[config.mk]
export PLATFORM = sky130hd
export DESIGN_NAME = udp_cmd_parser
export DESIGN_NICKNAME = d
export VERILOG_FILES = /design/src/rtl/udp_cmd_pkg.sv /design/src/rtl/udp_cmd_parser.sv
export SDC_FILE = /design/constraint.sdc
export NUM_CORES = 1
export LEC_CHECK = 0
export BUFFER_PORTS_ARGS = -buffer_cell sky130_fd_sc_hd__buf_4
export CAP_MARGIN = 40
export CORE_MARGIN = 10
export CORE_UTILIZATION = 52
export DETAILED_ROUTE_END_ITERATION = 12
export GPL_TIMING_DRIVEN = 1
export PLACE_DENSITY = 0.81
export SLEW_MARGIN = 20
export SYNTH_ARGS = -nofsm -noshare
export SYNTH_HDL_FRONTEND = slang
export SYNTH_SLANG_ARGS = --single-unit
[constraint.sdc]
create_clock -name clk_udp -period 2.6 [get_ports clk_udp]
set_input_delay 0.65 -clock clk_udp [delete_from_list [all_inputs] [get_ports clk_udp]]
set_output_delay 0.65 -clock clk_udp [all_outputs]
set_load 0.01 [all_outputs]
[src/rtl/udp_cmd_pkg.sv]
// udp_cmd_pkg: shared constants and types for the UDP command-frame parser.
//   - opcode values carried in the OPCODE byte
//   - error codes reported on err_code_out
//   - parser FSM state encoding
//   - default frame start marker
package udp_cmd_pkg;

  localparam int unsigned BYTE_W     = 8;
  localparam int unsigned TADDR_W    = 34;
  localparam int unsigned MAX_LEN_W  = 16;
  localparam int unsigned FCOUNT_W   = 16;
  localparam int unsigned ERR_CODE_W = 2;

  localparam logic [BYTE_W-1:0] SYNC_BYTE_DEFAULT = 8'hA5;

  localparam logic [BYTE_W-1:0] OP_SET_ADDR    = 8'h01;
  localparam logic [BYTE_W-1:0] OP_SELF_CHECK  = 8'h02;
  localparam logic [BYTE_W-1:0] OP_SET_MAX_LEN = 8'h03;

  // Payload lengths each opcode requires
  localparam logic [BYTE_W-1:0] LEN_SET_ADDR    = 8'd5;
  localparam logic [BYTE_W-1:0] LEN_SELF_CHECK  = 8'd0;
  localparam logic [BYTE_W-1:0] LEN_SET_MAX_LEN = 8'd2;

  localparam logic [ERR_CODE_W-1:0] ERR_NONE     = 2'd0;
  localparam logic [ERR_CODE_W-1:0] ERR_CHECKSUM = 2'd1;
  localparam logic [ERR_CODE_W-1:0] ERR_LEN_OP   = 2'd2;
  localparam logic [ERR_CODE_W-1:0] ERR_TIMEOUT  = 2'd3;

  typedef enum logic [2:0] {
    ST_IDLE    = 3'd0,
    ST_OPCODE  = 3'd1,
    ST_LEN     = 3'd2,
    ST_PAYLOAD = 3'd3,
    ST_CHECK   = 3'd4
  } state_t;

endpackage

[src/rtl/udp_cmd_parser.sv]
// udp_cmd_parser: byte-serial host command-frame parser (clk_udp domain).
// Frame: SYNC, OPCODE, LEN, LEN payload bytes, CHK (XOR of OPCODE, LEN, payload).
// Ports:
//   clk_udp, reset_udp   - clock, synchronous active-high reset
//   cmd_in, cmd_valid_in - command byte stream, no backpressure
//   taddr_out            - SRIO target address (SET_ADDR)
//   taddr_update_out     - one-cycle pulse when taddr_out changes
//   self_check_out       - one-cycle self-check request (SELF_CHECK)
//   max_len_out          - SRIO burst byte limit (SET_MAX_LEN)
//   err_out              - one-cycle error pulse
//   err_code_out         - last error: 1 checksum, 2 length/opcode, 3 timeout
//   frame_count_out      - good frames accepted, wraps
module udp_cmd_parser
  import udp_cmd_pkg::*;
#(
  parameter logic [7:0]  SYNC_BYTE      = SYNC_BYTE_DEFAULT,
  parameter int unsigned MAX_PAYLOAD    = 8,
  parameter int unsigned TIMEOUT_CYCLES = 1024,
  parameter logic [15:0] MAX_LEN_RESET  = 16'd256
) (
  input  logic                  clk_udp,
  input  logic                  reset_udp,
  input  logic [BYTE_W-1:0]     cmd_in,
  input  logic                  cmd_valid_in,
  output logic [TADDR_W-1:0]    taddr_out,
  output logic                  taddr_update_out,
  output logic                  self_check_out,
  output logic [MAX_LEN_W-1:0]  max_len_out,
  output logic                  err_out,
  output logic [ERR_CODE_W-1:0] err_code_out,
  output logic [FCOUNT_W-1:0]   frame_count_out
);

  // Payload register holds the largest legal payload; SET_ADDR needs at least 5 bytes.
  localparam int unsigned PAYLOAD_W = BYTE_W * MAX_PAYLOAD;
  localparam int unsigned TMO_W     = (TIMEOUT_CYCLES > 2) ? $clog2(TIMEOUT_CYCLES) : 1;

  state_t                  r_state;
  logic [BYTE_W-1:0]       r_opcode;
  logic [BYTE_W-1:0]       r_len;
  logic [BYTE_W-1:0]       r_xor;
  logic [BYTE_W-1:0]       r_cnt;
  logic [PAYLOAD_W-1:0]    r_payload;
  logic [TMO_W-1:0]        r_tmo;

  logic [TADDR_W-1:0]      r_taddr;
  logic                    r_taddr_update;
  logic                    r_self_check;
  logic [MAX_LEN_W-1:0]    r_max_len;
  logic                    r_err;
  logic [ERR_CODE_W-1:0]   r_err_code;
  logic [FCOUNT_W-1:0]     r_frame_count;

  logic                    w_cmd_legal;
  logic                    w_tmo_expire;
  logic [TADDR_W-1:0]      w_new_taddr;
  logic [MAX_LEN_W-1:0]    w_new_max_len;

  assign w_new_taddr   = r_payload[TADDR_W-1:0];
  assign w_new_max_len = r_payload[MAX_LEN_W-1:0];

  // Opcode/length legality of the frame being closed by the CHK byte
  always_comb begin
    w_cmd_legal = 1'b0;
    case (r_opcode)
      OP_SET_ADDR:    w_cmd_legal = (r_len == LEN_SET_ADDR);
      OP_SELF_CHECK:  w_cmd_legal = (r_len == LEN_SELF_CHECK);
      OP_SET_MAX_LEN: w_cmd_legal = (r_len == LEN_SET_MAX_LEN) && (w_new_max_len != '0);
      default:        w_cmd_legal = 1'b0;
    endcase
  end

  // A byte arriving on the expiry cycle wins over the timeout
  assign w_tmo_expire = (r_state != ST_IDLE) && !cmd_valid_in &&
                        (r_tmo == TMO_W'(TIMEOUT_CYCLES - 1));

  // Parser FSM, datapath and registered outputs
  always_ff @(posedge clk_udp) begin
    if (reset_udp) begin
      r_state        <= ST_IDLE;
      r_opcode       <= '0;
      r_len          <= '0;
      r_xor          <= '0;
      r_cnt          <= '0;
      r_payload      <= '0;
      r_tmo          <= '0;
      r_taddr        <= '0;
      r_taddr_update <= 1'b0;
      r_self_check   <= 1'b0;
      r_max_len      <= MAX_LEN_RESET;
      r_err          <= 1'b0;
      r_err_code     <= ERR_NONE;
      r_frame_count  <= '0;
    end else begin
      r_taddr_update <= 1'b0;
      r_self_check   <= 1'b0;
      r_err          <= 1'b0;

      if (w_tmo_expire) begin
        r_state    <= ST_IDLE;
        r_tmo      <= '0;
        r_err      <= 1'b1;
        r_err_code <= ERR_TIMEOUT;
      end else if (cmd_valid_in) begin
        r_tmo <= '0;
        case (r_state)
          ST_IDLE: begin
            if (cmd_in == SYNC_BYTE) begin
              r_state   <= ST_OPCODE;
              r_payload <= '0;
            end
          end

          ST_OPCODE: begin
            r_opcode <= cmd_in;
            r_xor    <= cmd_in;
            r_state  <= ST_LEN;
          end

          ST_LEN: begin
            r_len <= cmd_in;
            r_xor <= r_xor ^ cmd_in;
            if (cmd_in > BYTE_W'(MAX_PAYLOAD)) begin
              r_state    <= ST_IDLE;
              r_err      <= 1'b1;
              r_err_code <= ERR_LEN_OP;
            end else if (cmd_in == '0) begin
              r_state <= ST_CHECK;
            end else begin
              r_cnt   <= cmd_in;
              r_state <= ST_PAYLOAD;
            end
          end

          ST_PAYLOAD: begin
            // Big-endian: earlier bytes migrate toward the MSBs
            r_payload <= PAYLOAD_W'({r_payload, cmd_in});
            r_xor     <= r_xor ^ cmd_in;
            r_cnt     <= r_cnt - 8'd1;
            if (r_cnt == 8'd1) begin
              r_state <= ST_CHECK;
            end
          end

          ST_CHECK: begin
            r_state <= ST_IDLE;
            if (cmd_in != r_xor) begin
              r_err      <= 1'b1;
              r_err_code <= ERR_CHECKSUM;
            end else if (!w_cmd_legal) begin
              r_err      <= 1'b1;
              r_err_code <= ERR_LEN_OP;
            end else begin
              r_frame_count <= r_frame_count + 16'd1;
              case (r_opcode)
                OP_SET_ADDR: begin
                  if (w_new_taddr != r_taddr) begin
                    r_taddr        <= w_new_taddr;
                    r_taddr_update <= 1'b1;
                  end
                end
                OP_SELF_CHECK:  r_self_check <= 1'b1;
                OP_SET_MAX_LEN: r_max_len    <= w_new_max_len;
                default:        r_self_check <= 1'b0;
              endcase
            end
          end

          default: r_state <= ST_IDLE;
        endcase
      end else if (r_state != ST_IDLE) begin
        r_tmo <= r_tmo + TMO_W'(1);
      end
    end
  end

  assign taddr_out        = r_taddr;
  assign taddr_update_out = r_taddr_update;
  assign self_check_out   = r_self_check;
  assign max_len_out      = r_max_len;
  assign err_out          = r_err;
  assign err_code_out     = r_err_code;
  assign frame_count_out  = r_frame_count;

endmodule

* After elaboration in Yosys (flattened, before gate mapping)
Index checks and enable logic that the tools add are counted.
Cells by class: add/sub/neg operators 3, order comparisons 1, equal/unequal tests 20, multiplexer cells 26, bitwise operators 7, reduce and logical (&&, ||, !) cells 29
Operators with widths (number):
- case mux 34 bit (2 select lines) | 1
- 2-to-1 mux 34 bit | 1
- inequality test 34 bit | 1
- case mux 8 bit (2 select lines) | 2
- equality test 8 x 2 -> 1 bit, second input constant | 3
- adder 16 x 1 -> 16 bit, second input constant | 1
- equality test 8 x 1 -> 1 bit, second input constant | 2
- zero test 8 bit | 2
- 2-to-1 mux 8 bit | 2
- nonzero test 16 bit | 1
- 2-to-1 mux 3 bit | 4
- case mux 3 bit (4 select lines) | 1
- AND reduction 3 bit | 4
- adder 10 x 1 -> 10 bit, second input constant | 1
- equality test 10 bit, second input constant | 1
- 2-to-1 mux 2 bit | 5
- AND reduction 5 bit | 2
- equality test 8 x 3 -> 1 bit, second input constant | 1
- equality test 8 bit, second input constant | 1
- > comparator 8 x 4 -> 1 bit, second input constant | 1
- inequality test 2 bit, second input constant | 4
- inequality test 8 bit | 1
- AND reduction 4 bit | 2
- nonzero test 2 bit | 4
- 22 further kinds | 38
Storage, ports and cells: register bits after elaboration 150, input bits 11, output and inout port bits 71, logic and storage cells 100

* Longest topological paths before layout
Gate-level depths: netlist (run 1).
depth after elaboration 8, gate-level depth with buffers 9, gate-level depth less buffers 7

* Worst setup path before layout (run 1)
No wires, ideal clock.
kind input -> register, from input port cmd_in[2], to register r_frame_count[13], in the netlist frame_count_out[13], setup time 0.071 ns, data arrival time 2.457 ns, required time 2.529 ns, slack 0.072 ns, stages on the path 8, path buffers 2, path through clkbuf_1 > xnor2_1 > nand4_1 > nor3_1 > nand3_2 > buf_6 > or4_1 > a21oi_1
On the way: word-level cells in the longest chain between the ends 3
Ends and longest elaborated chain:
- start: declaration | line udp_cmd_parser.sv:23 | input logic [BYTE_W-1:0] cmd_in,
- inequality test 8 bit | line udp_cmd_parser.sv:147 | if (cmd_in != r_xor) begin
- NOT 1 bit (no source line)
- AND reduction 5 bit (no source line)
- end signal: assignment | line udp_cmd_parser.sv:154 | r_frame_count <= r_frame_count + 16'd1;
- end: declaration | line udp_cmd_parser.sv:52 | logic [FCOUNT_W-1:0] r_frame_count;
No other way between the ends. A chain may end at the register's enable or synchronous reset.

* Final worst setup path (run 1)
from register r_len[0], to register r_frame_count[3], in the netlist frame_count_out[3]
On the way: word-level cells in the longest chain between the ends 4, elaborated cells between the ends (all ways) 6, classes of those cells 2 x eq/ne; 1 x mux; 3 x reduce/logical
Ends and longest elaborated chain:
- start: declaration | line udp_cmd_parser.sv:40 | logic [BYTE_W-1:0] r_len;
- start signal: assignment | line udp_cmd_parser.sv:121 | r_len <= cmd_in;
- equality test 8 x 2 -> 1 bit | line udp_cmd_parser.sv:68 | OP_SET_MAX_LEN: w_cmd_legal = (r_len == LEN_SET_MAX_LEN) && (w_new_max_len != '0);
- logical AND 1 bit | line udp_cmd_parser.sv:68
- case mux 1 bit (3 select lines) (*) | line udp_cmd_parser.sv:65 | case (r_opcode)
- AND reduction 5 bit (no source line) (*)
Every way passes the cells marked *; elsewhere a longest branch is shown, timed or not.

==> results of run 1 <==
==> final cells by class <==
cell class              count  area, um^2  share of cell area [%]
multi-input cells         586        3400                    41.0
flip-flops and latches    150        3000                    36.2
repair buffers            122         978                    11.8
clock buffers              23         498                    6.00
well taps                 172         215                    2.59
clock inverters             8         168                    2.02
inverters                   8        30.0                   0.362
==> flip-flops by register name, indices dropped and copies added, names as in the netlist <==
name,flops
err_code_out,2
r_cnt,8
r_state,3
taddr_update_out,1
self_check_out,1
r_opcode,8
r_len,8
err_out,1
taddr_out,34
r_tmo,10
frame_count_out,16
r_payload,34
r_xor,8
max_len_out,16
==> logic make-up (layout without fill, tap and decap cells) <==
| logic type | count (synthesis) | after routing | share of synthesized area (%) |
|---|---|---|---|
| AND/OR/NAND/NOR | 342 | 342 | 24.8 |
| flip-flops | 150 | 150 | 45.1 |
| AO/OA/AOI/OAI | 148 | 148 | 12.6 |
| buffers and inverters | 67 | 161 | 3.97 |
| XOR/XNOR | 57 | 57 | 7.50 |
| multiplexers | 35 | 35 | 5.26 |
| adder cells (fa/ha/maj) | 4 | 4 | 0.752 |
==> routing by layer <==
layer  up-vias  global-route usage, %
li1       2988                      -
met1      2962                   25.6
met2       260                   32.5
met3        31                   4.66
met4         0                   8.65
met5         -                      0
==> power breakdown <==
group / switching [mW] / internal, mW / total (mW)
clock: 0.922 / 1.82 / 2.74
combinational: 0.131 / 0.0635 / 0.195
sequential: 0.0106 / 2.31 / 2.32
total: 1.06 / 4.19 / 5.26
==> synthesized netlist by cell type, types with 8 or more instances <==
library cell,instances
nand2_1,136
nor2_1,75
nand3_1,11
xnor2_1,19
clkbuf_1,54
inv_1,8
xor2_1,38
or4_1,11
mux2i_1,35
a21oi_1,96
dfxtp_1,150
nor3_1,12
o31ai_1,10
o21ai_0,17
nor4_1,19
nand4_1,43
==> worst reg2reg max path, stage by stage, from the launching register on <==
cell and delay, ns:
dfxtp_1 0.35, or4b_1 0.53, a2111oi_2 0.37, a41o_2 0.23
nand3_2 0.11, buf_12 0.17, or4b_1 0.50, a21oi_1 0.17
==> metrics by stage <==
step                utilization [%]  hold slack [ns]  instance area, um^2  setup slack, ns  std cells
finish                         66.0            0.454                 8300           0.0984       1069
global route                   66.0            0.479                 8300           0.0145       1069
CTS                            66.0            0.456                 8300            0.102       1069
detailed placement             60.7            0.448                 7630           0.0350       1038
global placement               60.7            0.442                 7630           0.0246       1038
floorplan                         -            0.436                 6660           0.0723        803
==> path summary, 6_finish.rpt <==
| kind | cells after the start | end |
|---|---|---|
| worst min register to register | 2 | max_len_out[7] |
| worst min-delay path | 2 | max_len_out[7] |
| worst max register to register | 7 | frame_count_out[3] |
| worst max-delay path | 7 | frame_count_out[3] |
==> results.py, run 1 <==
metrics = {
    "logic_synthesis": {
        "avgSynthCellArea_um2": 8.29,
        "netlist.area_leader.share_pct": 45.1,
        "synthTopCellsByArea": "dfxtp_1, nand2_1, a21oi_1",
        "synth-async-reset-ratio_pct": 0,
        "synth_edf_count": 0,
        "ys_types": 47,
        "synth.ff_latch_count": 150,
        "mappedNetlistArea_um2": 6660,
        "synth_flop_cell": "dfxtp_1",
        "synth_fp_nets": 818,
        "synth.largest_area_cell": "dfxtp_1",
        "ys.warnings.count": 0,
        "postSynthCellCount": 803,
        "synth-seq-area-share_pct": 45.1,
    },
    "global_routing": {
        "grt_pass1_vias": 5899,
        "grt_max_degree": 70,
        "grt_pass1_wl_um": 29900,
        "gr-total-overflow": 0,
        "antenna_found_initial": 0,
        "grt.total_usage_pct": 20.3,
    },
    "floorplanning": {
        "start_util_pct": 53.0,
        "core_um2": 12600,
        "io-pin-count": 82,
        "rows": 41,
        "dieArea_um2": 17700,
        "die_width_um": 133,
        "die_y_um": 133,
    },
    "detailed_routing": {
        "drc": 0,
        "drt_pass1_iterations": 7,
        "met1_length_um": 7860,
        "wl_met2_um": 8650,
        "viasPerCell": 5.84,
        "wl_per_cell_um": 17.0,
        "vias": 6241,
        "final_antenna_net_count": 0,
        "top_layer_used": "met4",
        "wl_um": 18100,
        "dr_wl_met3_um": 1230,
        "first_iter_violations": 552,
    },
    "setup_path": {
        "cpMostUsedCell": "or4b_1",
        "crit_arrival_ns": 2.85,
        "r2r-start": "r_len[0]",
        "slowest_delay_ns": 0.53,
        "startpoint_type": "flop",
        "crit_path_start": "r_len[0]",
        "required_ns": 2.95,
        "worst_setup_path_end_kind": "flop",
        "critPathSlowestCell": "or4b_1",
        "path_buf_inv": 1,
        "reg2reg_setup_slack_ns": 0.1,
        "path_class": "flop to flop",
        "path_delay_family": "simple AND/OR/NAND/NOR gates",
        "worstPathMaxFanout": 27,
        "crit_chain": "or4b_1 -> a2111oi_2 -> a41o_2 -> nand3_2 -> buf_12 -> or4b_1 -> a21oi_1",
    },
    "final_layout": {
        "layout_commonest_cell": "dfxtp_1",
        "layout_common_cells": "dfxtp_1, nand2_1, buf_4",
        "synthToLayoutAreaGrowth_pct": 24.6,
        "antenna_cells": 0,
        "nets": 900,
        "layout-drive-gt1-share_pct": 18.1,
        "nFillCells": 1016,
    },
    "clock_network": {
        "cts_tree": "built",
        "cts_buffers": 17,
        "clk_latency_ns": 0.43,
        "cts_root_buffer": "clkbuf_16",
        "cts.sink_count": 150,
        "clk_pin_slew_ns": 0.06,
        "htree_levels": 4,
        "cts_hold_buf": 0,
        "ctsResizeCount": 0,
        "clock_path_buffers": 2,
        "postCtsSetupRepairBufs": 0,
    },
    "timing": {
        "fin_crit_ns": 2.50,
        "slew_violations": 0,
        "setup_viol": 0,
        "finalCritPeriodShare_pct": 96.2,
        "fin_setup_tns_ns": 0,
        "hold_violations": 0,
        "rsz0062_at_grt": "no",
        "worstMarginPinSlew_ns": 0.581,
        "skew_ns": 0.00783,
        "relSlewSlack_pct": 61.0,
        "fmax_mhz": 400,
    },
    "job": {
        "drv_cap": 0,
    },
    "placement": {
        "dp_hpwl_um": 11900,
        "io_buffers": 81,
        "gp_congestion": 0.910,
    },
    "power": {
        "vdd.ir_drop.worst_mv": 0.427,
        "p_leak_nw": 3.47,
        "p_per_area_nw_per_um2": 634,
        "power_mw": 5.26,
    },
    "outcome": {
        "outcome": "complete, no violations",
    },
    "hold_path": {
        "hold_path.class": "flop to flop",
        "hold_start": "max_len_out[7]",
    },
}
Power figures use the tool's default switching activity.
==> run 2, diff against run 1 <==
PLACE_DENSITY = unset   (was 0.81)
PLACE_DENSITY_LB_ADDON = 0.2   (was unset)
==> run 2 against run 1 <==
First-iteration DRC count grew 33%. Sequential power about the same. Sequential share of layout area grew 0.63 points. Die area unchanged. Maximum frequency grew 0.42%. Worst setup slack better by 0.011 ns. Clock skew shrank 0.0014 ns. Register-to-register slack barely moved.
==> results.py, run 2 (synthesis results as in run 1) <==
metrics = {
    "setup_path": {
        "crit_arrival_ns": 2.85,
        "path_buf_inv": 1,
        "path_class": "flop to flop",
        "reg2reg_setup_slack_ns": 0.11,
        "r2r-start": "r_len[0]",
        "crit_chain": "or4b_1 -> a2111oi_2 -> a41o_2 -> nand3_2 -> buf_12 -> or4_1 -> a21oi_1",
        "path_delay_family": "simple AND/OR/NAND/NOR gates",
        "startpoint_type": "flop",
        "worstPathMaxFanout": 29,
        "critPathSlowestCell": "or4b_1",
        "worst_setup_path_end_kind": "flop",
        "required_ns": 2.95,
        "slowest_delay_ns": 0.53,
        "crit_path_start": "r_len[0]",
        "r2r_end": "frame_count_out[9]",
        "worstRegToRegCells": 7,
    },
    "clock_network": {
        "cts_root_buffer": "clkbuf_16",
        "clk_pin_slew_ns": 0.06,
        "cts_tree": "built",
        "htree_levels": 4,
        "cts_hold_buf": 0,
        "cts_buffers": 17,
        "clock_path_buffers": 2,
        "cts.sink_count": 150,
        "ctsResizeCount": 0,
        "clk_latency_ns": 0.43,
    },
    "final_layout": {
        "layout_common_cells": "dfxtp_1, nand2_1, buf_4",
        "fin_util_pct": 64.9,
        "layout_commonest_cell": "dfxtp_1",
        "layout-drive-gt1-share_pct": 17.7,
        "nets": 901,
        "synthToLayoutAreaGrowth_pct": 22.5,
        "antenna_cells": 0,
        "stdcell_area_um2": 8160,
        "nFillCells": 1064,
        "final_cell_count_no_fill": 1069,
    },
    "timing": {
        "fmax_mhz": 401,
        "hold_ws_ns": 0.453,
        "setup_slack_ns": 0.109,
        "finalCritPeriodShare_pct": 95.8,
        "relSlewSlack_pct": 58.8,
        "slew_violations": 0,
        "skew_ns": 0.00639,
        "hold_violations": 0,
        "fin_crit_ns": 2.49,
        "setup_viol": 0,
        "worstMarginPinSlew_ns": 0.618,
    },
    "global_routing": {
        "grt_max_degree": 86,
        "gr-total-overflow": 0,
        "grt_pass1_vias": 5844,
        "grt.total_usage_pct": 20.3,
        "antenna_found_initial": 0,
        "grt_pass1_wl_um": 29700,
    },
    "floorplanning": {
        "io-pin-count": 82,
        "dieArea_um2": 17700,
        "start_util_pct": 53.0,
        "core_um2": 12600,
        "rows": 41,
        "die_y_um": 133,
        "die_width_um": 133,
    },
    "placement": {
        "placed_cell_area_um2": 7610,
        "pre_cts_slack_ns": -0.0126,
        "place_inst": 1037,
        "gp_congestion": 0.873,
        "dp_hpwl_um": 12300,
        "io_buffers": 81,
    },
    "detailed_routing": {
        "final_antenna_net_count": 0,
        "vias": 6153,
        "wl_um": 18100,
        "first_iter_violations": 733,
        "viasPerCell": 5.76,
        "wl_per_cell_um": 17.0,
        "drt_pass1_iterations": 7,
        "drc": 0,
    },
    "hold_path": {
        "hold_end": "max_len_out[2]",
        "worstHoldPathCells": 2,
        "hold_path.class": "flop to flop",
        "hold_start": "max_len_out[2]",
    },
    "outcome": {
        "outcome": "complete, no violations",
    },
    "power": {
        "p_per_area_nw_per_um2": 581,
        "vdd.ir_drop.worst_mv": 0.352,
        "p_leak_nw": 3.41,
    },
    "job": {
        "drv_cap": 0,
    },
}
## run 2: cell types whose count changed in the layout (fill, tap and decap cells not counted), sizes merged
cell / before / now
bufinv: 5 / 0
clkinvlp: 1 / 0
buf: 122 / 123
clkinv: 2 / 4
clkbuf: 23 / 26
## run 2: worst reg2reg max path, stage by stage, from the launching register on
cell,delay [ns]
dfxtp_1,0.33
or4b_1,0.54
a2111oi_2,0.39
a41o_2,0.21
nand3_2,0.11
buf_12,0.17
or4_1,0.51
a21oi_1,0.16
## run 2: worst max path at each step
stage / cells past startpoint / to
finish: 7 / frame_count_out[9]
global placement: 9 / frame_count_out[11]
detailed placement: 8 / r_state[0]
CTS: 7 / frame_count_out[15]
floorplan: 8 / frame_count_out[13]
global route: 7 / frame_count_out[10]
## run 2: through the flow
stage	power, mW	TNS, ns
after floorplan	2.49	0
after global placement	2.55	0
after detailed placement	2.56	-0.0126
after CTS	4.76	0
after global routing	4.90	-0.0000970
final	4.74	0
## run 2: layer usage
layer  wire (um)  track usage, %  up-vias  part of all wire (%)
li1            -               -     2982                     -
met1        8220            26.5     2915                    45
met2        8290            31.0      221                    46
met4         333            7.98        0                   1.8
met3        1300            5.64       35                   7.2
met5           0               0        -                     0
## run 2: final cells by class
class | instances | area (um^2) | area share, %
Inverter | 8 | 30.0 | 0.368
Timing Repair Buffer | 123 | 973 | 11.9
Tap cell | 172 | 215 | 2.64
Clock buffer | 26 | 509 | 6.24
Clock inverter | 4 | 20.0 | 0.245
Multi-Input combinational cell | 586 | 3400 | 41.7
Sequential cell | 150 | 3000 | 36.8
## run 2: what timing repair did
item,4_1_cts,5_1_grt
hold endpoints to repair,0,0
endpoints found under the setup margin,0,8
setup buffers,0,2
## run 2: power by group
part / total, mW / internal [mW] / leakage (nW) / switching (mW)
combinational: 0.195 / 0.0627 / 1.94 / 0.132
sequential: 2.32 / 2.31 / 1.21 / 0.0111
clock: 2.22 / 1.33 / 0.266 / 0.897
total: 4.74 / 3.70 / 3.41 / 1.04
